$ cat src/rtl/mux_arb_n.sv
// N-channel registered multiplexer: explicit-select or round-robin arbitration, valid/ready on all sides.
// Define MUX_ARB_XFER_CNT_EN to add the saturating output-handshake counter (xfer_cnt, cnt_clr).
module mux_arb_n #(
    parameter int WIDTH = 32,
    parameter int N     = 4,
    localparam int SEL_W = (N > 1) ? $clog2(N) : 1
) (
    input  logic               clk,
    input  logic               rst_n,
    input  logic [N*WIDTH-1:0] in_data,
    input  logic [N-1:0]       in_valid,
    output logic [N-1:0]       in_ready,
    input  logic               mode,
    input  logic [SEL_W-1:0]   sel,
    output logic [WIDTH-1:0]   out_data,
    output logic [SEL_W-1:0]   out_src,
    output logic               out_valid,
    input  logic               out_ready
`ifdef MUX_ARB_XFER_CNT_EN
    ,
    input  logic               cnt_clr,
    output logic [15:0]        xfer_cnt
`endif
);

    logic [N-1:0]     grant_sel;
    logic [N-1:0]     grant_rr;
    logic [N-1:0]     grant;
    logic [N-1:0]     above_last;
    logic             past_last;
    logic             found_hi;
    logic             found_lo;
    logic             can_load;
    logic             xfer;
    logic [WIDTH-1:0] data_d;
    logic [WIDTH-1:0] data_q;
    logic [SEL_W-1:0] src_d;
    logic [SEL_W-1:0] src_q;
    logic [SEL_W-1:0] rr_last_q;
    logic             valid_q;

    // Equality-only compare so an out-of-range sel (N not a power of two) grants nothing.
    always_comb begin
        grant_sel = '0;
        for (int i = 0; i < N; i++) begin
            if (sel == SEL_W'(i)) begin
                grant_sel[i] = in_valid[i];
            end
        end
    end

    always_comb begin
        above_last = '0;
        past_last  = 1'b0;
        for (int i = 0; i < N; i++) begin
            above_last[i] = past_last;
            if (rr_last_q == SEL_W'(i)) begin
                past_last = 1'b1;
            end
        end
    end

    // Channels above rr_last take priority, then the scan wraps to channel 0.
    always_comb begin
        grant_rr = '0;
        found_hi = 1'b0;
        found_lo = 1'b0;
        for (int i = 0; i < N; i++) begin
            if (!found_hi && in_valid[i] && above_last[i]) begin
                grant_rr[i] = 1'b1;
                found_hi    = 1'b1;
            end
        end
        for (int i = 0; i < N; i++) begin
            if (!found_hi && !found_lo && in_valid[i] && !above_last[i]) begin
                grant_rr[i] = 1'b1;
                found_lo    = 1'b1;
            end
        end
    end

    assign grant    = mode ? grant_rr : grant_sel;
    assign can_load = !valid_q || out_ready;
    assign in_ready = grant & {N{can_load & rst_n}};
    assign xfer     = |in_ready;

    // grant is one-hot, so an OR-reduction mux is sufficient.
    always_comb begin
        data_d = '0;
        src_d  = '0;
        for (int i = 0; i < N; i++) begin
            if (grant[i]) begin
                data_d = data_d | in_data[i*WIDTH +: WIDTH];
                src_d  = src_d | SEL_W'(i);
            end
        end
    end

    always_ff @(posedge clk or negedge rst_n) begin
        if (!rst_n) begin
            valid_q   <= 1'b0;
            data_q    <= '0;
            src_q     <= '0;
            rr_last_q <= SEL_W'(N - 1);
        end else if (xfer) begin
            valid_q <= 1'b1;
            data_q  <= data_d;
            src_q   <= src_d;
            if (mode) begin
                rr_last_q <= src_d;
            end
        end else if (out_ready) begin
            valid_q <= 1'b0;
        end
    end

    assign out_data  = data_q;
    assign out_src   = src_q;
    assign out_valid = valid_q;

`ifdef MUX_ARB_XFER_CNT_EN
    logic [15:0] cnt_q;

    always_ff @(posedge clk or negedge rst_n) begin
        if (!rst_n) begin
            cnt_q <= '0;
        end else if (cnt_clr) begin
            cnt_q <= '0;
        end else if (valid_q && out_ready && (cnt_q != 16'hFFFF)) begin
            cnt_q <= cnt_q + 16'd1;
        end
    end

    assign xfer_cnt = cnt_q;
`endif

endmodule

$ cat config.mk
export PLATFORM = sky130hd
export DESIGN_NAME = mux_arb_n
export DESIGN_NICKNAME = d
export VERILOG_FILES = /design/src/rtl/mux_arb_n.sv
export SDC_FILE = /design/constraint.sdc
export NUM_CORES = 1
export LEC_CHECK = 0
export CAP_MARGIN = 20
export CORE_ASPECT_RATIO = 1.2
export CORE_UTILIZATION = 40
export DETAILED_ROUTE_END_ITERATION = 6
export PLACE_DENSITY = 0.84
export SLEW_MARGIN = 20
export SYNTH_ARGS = -nofsm -noshare
export SYNTH_HDL_FRONTEND = slang
export SYNTH_SLANG_ARGS = --single-unit
$ cat constraint.sdc
create_clock -name clk -period 4.8 [get_ports clk]
set_input_delay 0.96 -clock clk [delete_from_list [all_inputs] [get_ports clk]]
set_output_delay 0.96 -clock clk [all_outputs]
set_load 0.01 [all_outputs]
* After elaboration in Yosys (flattened, before gate mapping)
Index checks and enable logic that the tools add are counted.
W data, S select, Z words.
** Storage, ports and cells
- Register bits after elaboration :: 37
- Output and inout bits :: 39
- Input port bits :: 138
** Operators by class
- Equal/unequal tests :: 5
- Bitwise gates (word level) :: 5
- Mux-type cells :: 28
- Reductions and logical operators :: 31
** Operators with widths (number)
- $mux W32 :: 4
- $or A32 B32 Y32 :: 3
- $mux W1 :: 21
- $logic_and A1 B1 Y1 :: 15
- $logic_not A1 Y1 :: 10
- $eq A2 B2 Y1 const B :: 3
- $and A4 B4 Y4 :: 1
- $eq A2 B1 Y1 const B :: 2
- $logic_not A2 Y1 :: 2
- $mux W2 :: 2
- $mux W4 :: 1
- $reduce_or A4 Y1 :: 1
- $reduce_and A2 Y1 :: 1
- $reduce_bool A2 Y1 :: 1
- $and A1 B1 Y1 :: 1
- $logic_or A1 B1 Y1 :: 1

* Depth between registers and ports, before layout
Gate-level depths: netlist of the first run.
- Depth in word-level cells :: 38
- Gate-level depth with buffers :: 8
- Mapped depth without buffers :: 5

* Worst setup path before layout of the first run
Ideal clock, no wire load.
- Path kind :: input to output
- Start :: in mode
- End :: out in_ready[0]
- Path buffers :: 1
- Stages :: 5
- Arrival :: 1.937 ns
- Path slack :: 1.903 ns
- Path through :: buf_2 nor3_1 a41oi_2 or2b_2 nor2_1
** On the way
- Word-level cells in the longest chain between the ends :: 2
** Ends and longest elaborated chain
- start: declaration :: RTL line 13 : input logic mode,
- $mux W4 :: RTL line 82 : assign grant = mode ? grant_rr : grant_sel;
- $and A4 B4 Y4 :: RTL line 84 : assign in_ready = grant & {N{can_load & rst_n}};
- end: declaration :: RTL line 12 : output logic [N-1:0] in_ready,
No other way between the ends.

* Worst setup path after layout of the first run
- Start :: in in_valid[0]
- End :: out in_ready[2]
** On the way
- Word-level cells in the longest chain between the ends :: 14
** Ends and longest elaborated chain
- start: declaration :: RTL line 11 : input logic [N-1:0] in_valid,
- $logic_and A1 B1 Y1 * :: RTL line 75 : if (!found_hi && !found_lo && in_valid[i] && !above_last[i]) begin
- $mux W1 * :: RTL line 75
- $logic_not A1 Y1 :: RTL line 75
- $logic_and A1 B1 Y1 (3 in a row) :: RTL line 75
- $mux W1 * :: RTL line 75
- $logic_not A1 Y1 * :: RTL line 75
- $logic_and A1 B1 Y1 * (3 in a row) :: RTL line 75
- $mux W1 * :: RTL line 75
- $mux W4 * :: RTL line 82
- $and A4 B4 Y4 * :: RTL line 84
Every way passes the cells marked *; elsewhere a longest branch is shown, timed or not.

==> results by group, run 1 <==
Synthesis
  – Yosys Warn Count: 0
  – Synth cell types: 39
  – Top post-synthesis cells by count: a21boi_0, dfrtp_1, inv_1
  – Syn Inst Count: 309
  – Synth top area cells: dfrtp_1, a21boi_0, mux2i_1, a2111oi_2, and3b_1
  – Top FF cell, synth: dfrtp_1
  – Count leader, synth: a21boi_0
  – Synth Register Bits: 37
  – Async S/R FF share, synth: 1.000
  – Sequential element share of the synthesized area: 0.3078
  – Top cell type by total area after synthesis: dfrtp_1
  – Mapped Nets: 447
  – Cell area after synthesis: 3017 um2
  – Post-synth top area share: 0.2903
  – Post-synth EDFFs: 0
  – Avg Synthesized Cell Area: 9.763 um2

Placed design
  – Number of port buffers: 176
  – Post-DP HPWL: 7088 um
  – Placer Congestion: 0.8028
  – Pre-CTS WS: 0.7495 ns

Routing
  – Overall routed net length: 9457 um
  – Violation count after the first detailed-route iteration: 48
  – Via count: 3076
  – Per-cell routed wire length: 16.74 um
  – Remaining antenna violation count: 0
  – Pre-antenna DRT Iters: 4
  – DR vias/cell: 5.444
  – Remaining DRCs: 0

Layout
  – Fillers: 596
  – Layout Nets: 612
  – Synth-to-layout area growth: 63.83%
  – Layout cells sized above 1: 0.1011
  – Antenna diode instance count: 0

Setup path
  – Nature of the critical path startpoint: primary input
  – CP Data Required Time: 3.84 ns
  – Critical Path AT: 3.09 ns
  – Reg-to-reg slack, setup: 2.34 ns
  – Crit path max fanout: 18
  – Critical path endpoint category: output port
  – Critical path class: primary input to output port

Global route
  – First-pass GRT wire length: 15340 um
  – Number of global-route vias before repair: 3158
  – Initial antenna violation count: 0
  – Grt ovf: 0
  – Largest net degree at the start of global routing: 39
  – Gr usage total: 0.2524

Timing
  – Skew final: 0.006104 ns
  – Setup WS post-layout: 0.7508 ns
  – Period utilisation layout: 0.8436
  – Worst rel slew slack: 0.6302
  – Post-Route Setup TNS: 0 ns
  – Hold slack: 0.5016 ns
  – # setup viols final: 0
  – Max Slew Vio Count: 0
  – Fmax: 0.2470 GHz
  – RSZ-0062 raised after global routing: no
  – Final hold violations: 0
  – Fin crit period: 4.049 ns
  – Slew of the pin with the lowest slew margin: 0.5407 ns

Clock tree
  – Setup bufs post-CTS: 0
  – CTS Hold Bufs: 0
  – Post-cts resize count: 0
  – Total CTS buffers: 5
  – Clock sink total: 37
  – TritonCTS clock tree: done
  – Worst-Skew Late Latency: 0.28 ns
  – Root Driver: clkbuf_8
  – H-tree depth: 2
  – Clock transition at path regs: 0.08 ns
  – Worst-case clock buffer depth: 2

Floorplanning
  – Die area: 7894 um2
  – Die height: 97.13 um
  – Num rows: 34
  – Chip width: 81.28 um
  – Initial core utilization: 0.4147
  – Core area: 7274 um2
  – I/O pin count: 177

Run
  – Max_cap viols: 0

Pwr
  – PwrDens: 364.6 nW/um2
  – Maximum vdd ir drop: 0.2203 mV
  – Lkg Pwr: 0.002094 uW

Hold path
  – HP Class: flop to flop

Status
  – Status: finished, final reports clean
-- per-stage QoR --
stage,instance area (um2),util,power (uW),instances
6_report,4942,0.6794,1802,565
5_1_grt,4942,0.6794,1930,565
4_1_cts,4942,0.6794,1826,565
3_5_place_dp,4841,0.6655,1578,557
3_3_place_gp,4841,0.6655,1547,557
2_1_floorplan,3017,-,1071,309
-- cells in the final DEF, fill, tap and decap left out --
| cell type | netlist | layout |
|---|---|---|
| a21bo_2 | 1 | 1 |
| o21ba_1 | 1 | 1 |
| clkbuf_8 | 0 | 7 |
| inv_1 | 35 | 35 |
| a21o_1 | 4 | 4 |
| o21ai_1 | 1 | 1 |
| a22o_1 | 1 | 1 |
| nand4_1 | 1 | 1 |
| a21boi_1 | 1 | 1 |
| nand3_1 | 1 | 1 |
| a21oi_1 | 5 | 5 |
| nor2_1 | 8 | 8 |
| clkdlybuf4s50_1 | 0 | 175 |
| or2b_2 | 1 | 1 |
| a31oi_2 | 0 | 1 |
| and3b_1 | 33 | 33 |
| a2111oi_0 | 12 | 12 |
| and4b_1 | 2 | 2 |
| o22ai_1 | 1 | 1 |
| nand2_1 | 3 | 3 |
| a21boi_0 | 64 | 64 |
| buf_4 | 1 | 10 |
| a41oi_4 | 0 | 1 |
| nor3b_1 | 2 | 2 |
| a41oi_2 | 1 | 1 |
| nand2b_1 | 3 | 3 |
| dfrtp_1 | 35 | 35 |
| o21a_1 | 1 | 1 |
| buf_2 | 3 | 1 |
| nor3_1 | 1 | 1 |
| mux2i_1 | 32 | 32 |
| and2_1 | 3 | 3 |
| clkinv_2 | 0 | 1 |
| o21ai_0 | 2 | 2 |
| a2111oi_2 | 20 | 20 |
| dfstp_2 | 2 | 2 |
| or3b_4 | 1 | 1 |
| o2111ai_2 | 0 | 1 |
-- state kept, by name (all words and copies together), names as in the netlist --
register,flops
out_data,32
out_src,2
out_valid,1
rr_last_q,2
-- metal layers --
metal	wire length (um)	part of all wire	vias up	GRT usage
li1	-	-	1472	-
met1	3575	0.38	1464	0.2677
met2	5115	0.54	120	0.4673
met3	550	0.058	20	0.06197
met4	216	0.023	0	0.08379
met5	0	0	-	0
-- worst paths after layout --
| path | start | endpoint | cells after the start |
|---|---|---|---|
| max | in_valid[0] | in_ready[2] | 6 |
| min | out_src[1] | out_src[1] | 1 |
| max reg2reg | rr_last_q[1] | out_data[4] | 6 |
| min reg2reg | out_src[1] | out_src[1] | 1 |
| max in group asynchronous | rst_n | rr_last_q[1] | 2 |
| min in group asynchronous | rst_n | out_data[2] | 2 |
-- area by class of cell --
class                      instances  area (um2)  share of cell area
multi-input combinational        209        1837              0.3716
timing repair buffer             186        1832              0.3706
sequential                        37       928.4              0.1878
inverter                          35       131.4             0.02658
tap                               90       112.6             0.02278
clock buffer                       7       96.34             0.01949
clock inverter                     1       5.005            0.001013
-- cells by family (layout without fill, tap and decap cells) --
| logic type | after synthesis | in the layout | share of synthesized area |
|---|---|---|---|
| AO/OA/AOI/OAI | 118 | 118 | 0.3467 |
| buffers and inverters | 63 | 229 | 0.09373 |
| AND/OR/NAND/NOR | 59 | 59 | 0.1456 |
| flip-flops | 37 | 37 | 0.3078 |
| multiplexers | 32 | 32 | 0.1062 |
-- power breakdown --
| group | switching [uW] | total (uW) | internal [uW] |
|---|---|---|---|
| Sequential | 91.8 | 553 | 461 |
| Combinational | 441 | 1010 | 570 |
| Clock | 108 | 238 | 130 |
| Total | 641 | 1800 | 1160 |
-- worst max-delay path: stages --
cell	delay (ns)
clkdlybuf4s50_1	0.68
o21ai_0	0.38
o2111ai_2	0.17
and2_1	0.25
nor2_1	0.11
clkdlybuf4s50_1	0.54
Power figures use the tool's default switching activity.
==> run 2, diff against run 1 <==
Settings changed: CORE_UTILIZATION 40 to 39, PLACE_DENSITY 0.84 to 0.83.
Clock period 4.8 ns to 3.9 ns, I/O delays scaled along.
==> run 2 against run 1 <==
  * Sequential share of layout area down 0.057 points
  * Combinational power up 24%
  * Total power up 24%
  * Cell area up 0.30%
  * Largest power group unchanged
  * Register-to-register slack worse by 0.85 ns
  * Critical path depth unchanged
==> results by group, run 2 (synthesis results as in run 1) <==
Status
  – Status: finished, final reports clean

Clock tree
  – CTS Hold Bufs: 0 (unchanged)
  – Root Driver: clkbuf_8
  – Worst-Skew Late Latency: 0.28 ns (about the same)
  – Total CTS buffers: 5 (unchanged)
  – Clock transition at path regs: 0.07 ns (about the same)
  – Setup bufs post-CTS: 0 (unchanged)
  – H-tree depth: 2 (unchanged)
  – TritonCTS clock tree: done
  – Post-cts resize count: 0 (unchanged)
  – Worst-case clock buffer depth: 2 (unchanged)
  – Clock sink total: 37 (unchanged)

Layout
  – Layout cells sized above 1: 0.1048 (+0.003769)
  – Fin util: 0.6736 (-0.005815)
  – Most frequent cells in the layout: clkdlybuf4s50_1, a21boi_0, inv_1, dfrtp_1, and3b_1
  – Synth-to-layout area growth: 64.33%
  – Layout Nets: 614 (+0.33%)
  – Multi-input gate area: 1837 um2 (unchanged)
  – Fillers: 611 (+2.5%)
  – Max reg flops: 32 (unchanged)
  – Storage element area: 928.4 um2 (unchanged)
  – Commonest non-fill, non-tap cell in the layout: clkdlybuf4s50_1
  – Antenna diode instance count: 0 (unchanged)

Floorplanning
  – Die area: 8092 um2 (+2.5%)
  – I/O pin count: 177 (unchanged)
  – Die height: 98.34 um (+1.2%)
  – Chip width: 82.29 um (+1.2%)
  – Core area: 7360 um2 (+1.2%)
  – Num rows: 34 (unchanged)
  – Initial core utilization: 0.4099 (-0.004794)

Routing
  – Via count: 3109 (+1.1%)
  – Remaining DRCs: 0 (unchanged)
  – DR vias/cell: 5.483 (+0.72%)
  – Per-cell routed wire length: 17.27 um (+3.2%)
  – Violation count after the first detailed-route iteration: 129 (+170%)
  – Overall routed net length: 9793 um (+3.6%)
  – Remaining antenna violation count: 0 (unchanged)
  – Pre-antenna DRT Iters: 4 (unchanged)

Timing
  – Fin crit period: 3.550 ns
  – Worst rel slew slack: 0.6020 (-0.02818)
  – Skew final: 0.003361 ns (-0.002743 ns)
  – RSZ-0062 raised after global routing: no
  – Slew of the pin with the lowest slew margin: 0.5819 ns (+0.04120 ns)
  – Period utilisation layout: 0.9102
  – Final hold violations: 0 (unchanged)
  – Fmax: 0.2817 GHz
  – Max Slew Vio Count: 0 (unchanged)
  – Post-Route Setup TNS: 0 ns (unchanged)
  – # setup viols final: 0 (unchanged)

Placed design
  – Number of port buffers: 176 (unchanged)
  – Placer Congestion: 0.8115 (+1.1%)
  – Post-DP HPWL: 7205 um (+1.6%)

Pwr
  – PwrDens: 449.7 nW/um2 (+23%)
  – Maximum vdd ir drop: 0.2369 mV (+7.5%)
  – Lkg Pwr: 0.002103 uW (+0.44%)

Setup path
  – Critical path class: primary input to output port
  – CP Data Required Time: 3.12 ns (-0.72 ns)
  – Nature of the critical path startpoint: primary input
  – Crit path max fanout: 11 (-7)
  – Critical Path AT: 2.77 ns (-0.32 ns)
  – Critical path endpoint category: output port

Global route
  – Gr usage total: 0.2531 (+0.0006782)
  – Initial antenna violation count: 0 (unchanged)
  – Number of global-route vias before repair: 3376 (+6.9%)
  – Grt ovf: 0 (unchanged)
  – First-pass GRT wire length: 15660 um (+2.1%)
  – Largest net degree at the start of global routing: 39 (unchanged)

Hold path
  – HP Class: flop to flop

Run
  – Max_cap viols: 0 (unchanged)
## run 2: changes by cell type in the layout (fill, tap and decap cells not counted), sizes merged
cell  previous run  this run
buf             11        13
## run 2: worst paths after layout
check / startpoint / endpoint / slack, ns / cells after the start
setup / recovery: mode / in_ready[0] / 0.35 / 6
hold / removal: out_valid / out_valid / 0.52 / 1
setup reg to reg: rr_last_q[1] / out_data[28] / 1.49 / 6
hold reg to reg: out_valid / out_valid / 0.52 / 1
max in group asynchronous: rst_n / rr_last_q[0] / 2.94 / 2
min in group asynchronous: rst_n / out_data[2] / 0.60 / 2
## run 2: metal layers
metal	up-vias	track usage	part of all wire
met5	-	0	0
met4	0	0.1188	0.028
met3	21	0.05421	0.073
met2	143	0.4526	0.53
met1	1475	0.2743	0.37
li1	1470	-	-
## run 2: worst max-delay path, cell delays in order
cell             delay (ns)
clkdlybuf4s50_1        0.59
nor3_1                 0.30
a41oi_2                0.07
or2b_2                 0.39
nor2_1                 0.10
clkdlybuf4s50_1        0.54
## run 2: layout make-up
class,count,area share
well taps,90,0.02272
repair buffers,188,0.3725
clock inverters,1,0.001010
inverters,35,0.02650
clock buffers,7,0.01943
multi-input cells,209,0.3705
flip-flops and latches,37,0.1873
## run 2: metrics by stage
step           cells  hold WS [ns]  area, um2  power [uW]  setup slack, ns
6_report         567        0.5182       4957        2229           0.3503
2_1_floorplan    309        0.4844       3017        1318            1.363
3_5_place_dp     559        0.5076       4856        1945           0.3595
5_1_grt          567        0.5453       4957        2389           0.2268
4_1_cts          567        0.5233       4957        2256           0.3582
3_3_place_gp     559        0.4814       4856        1909           0.3863
## run 2: where the power goes
| group | internal, uW | total (uW) | switching, uW |
|---|---|---|---|
| clock | 160 | 295 | 135 |
| sequential | 567 | 680 | 113 |
| combinational | 705 | 1250 | 549 |
| total | 1430 | 2230 | 797 |
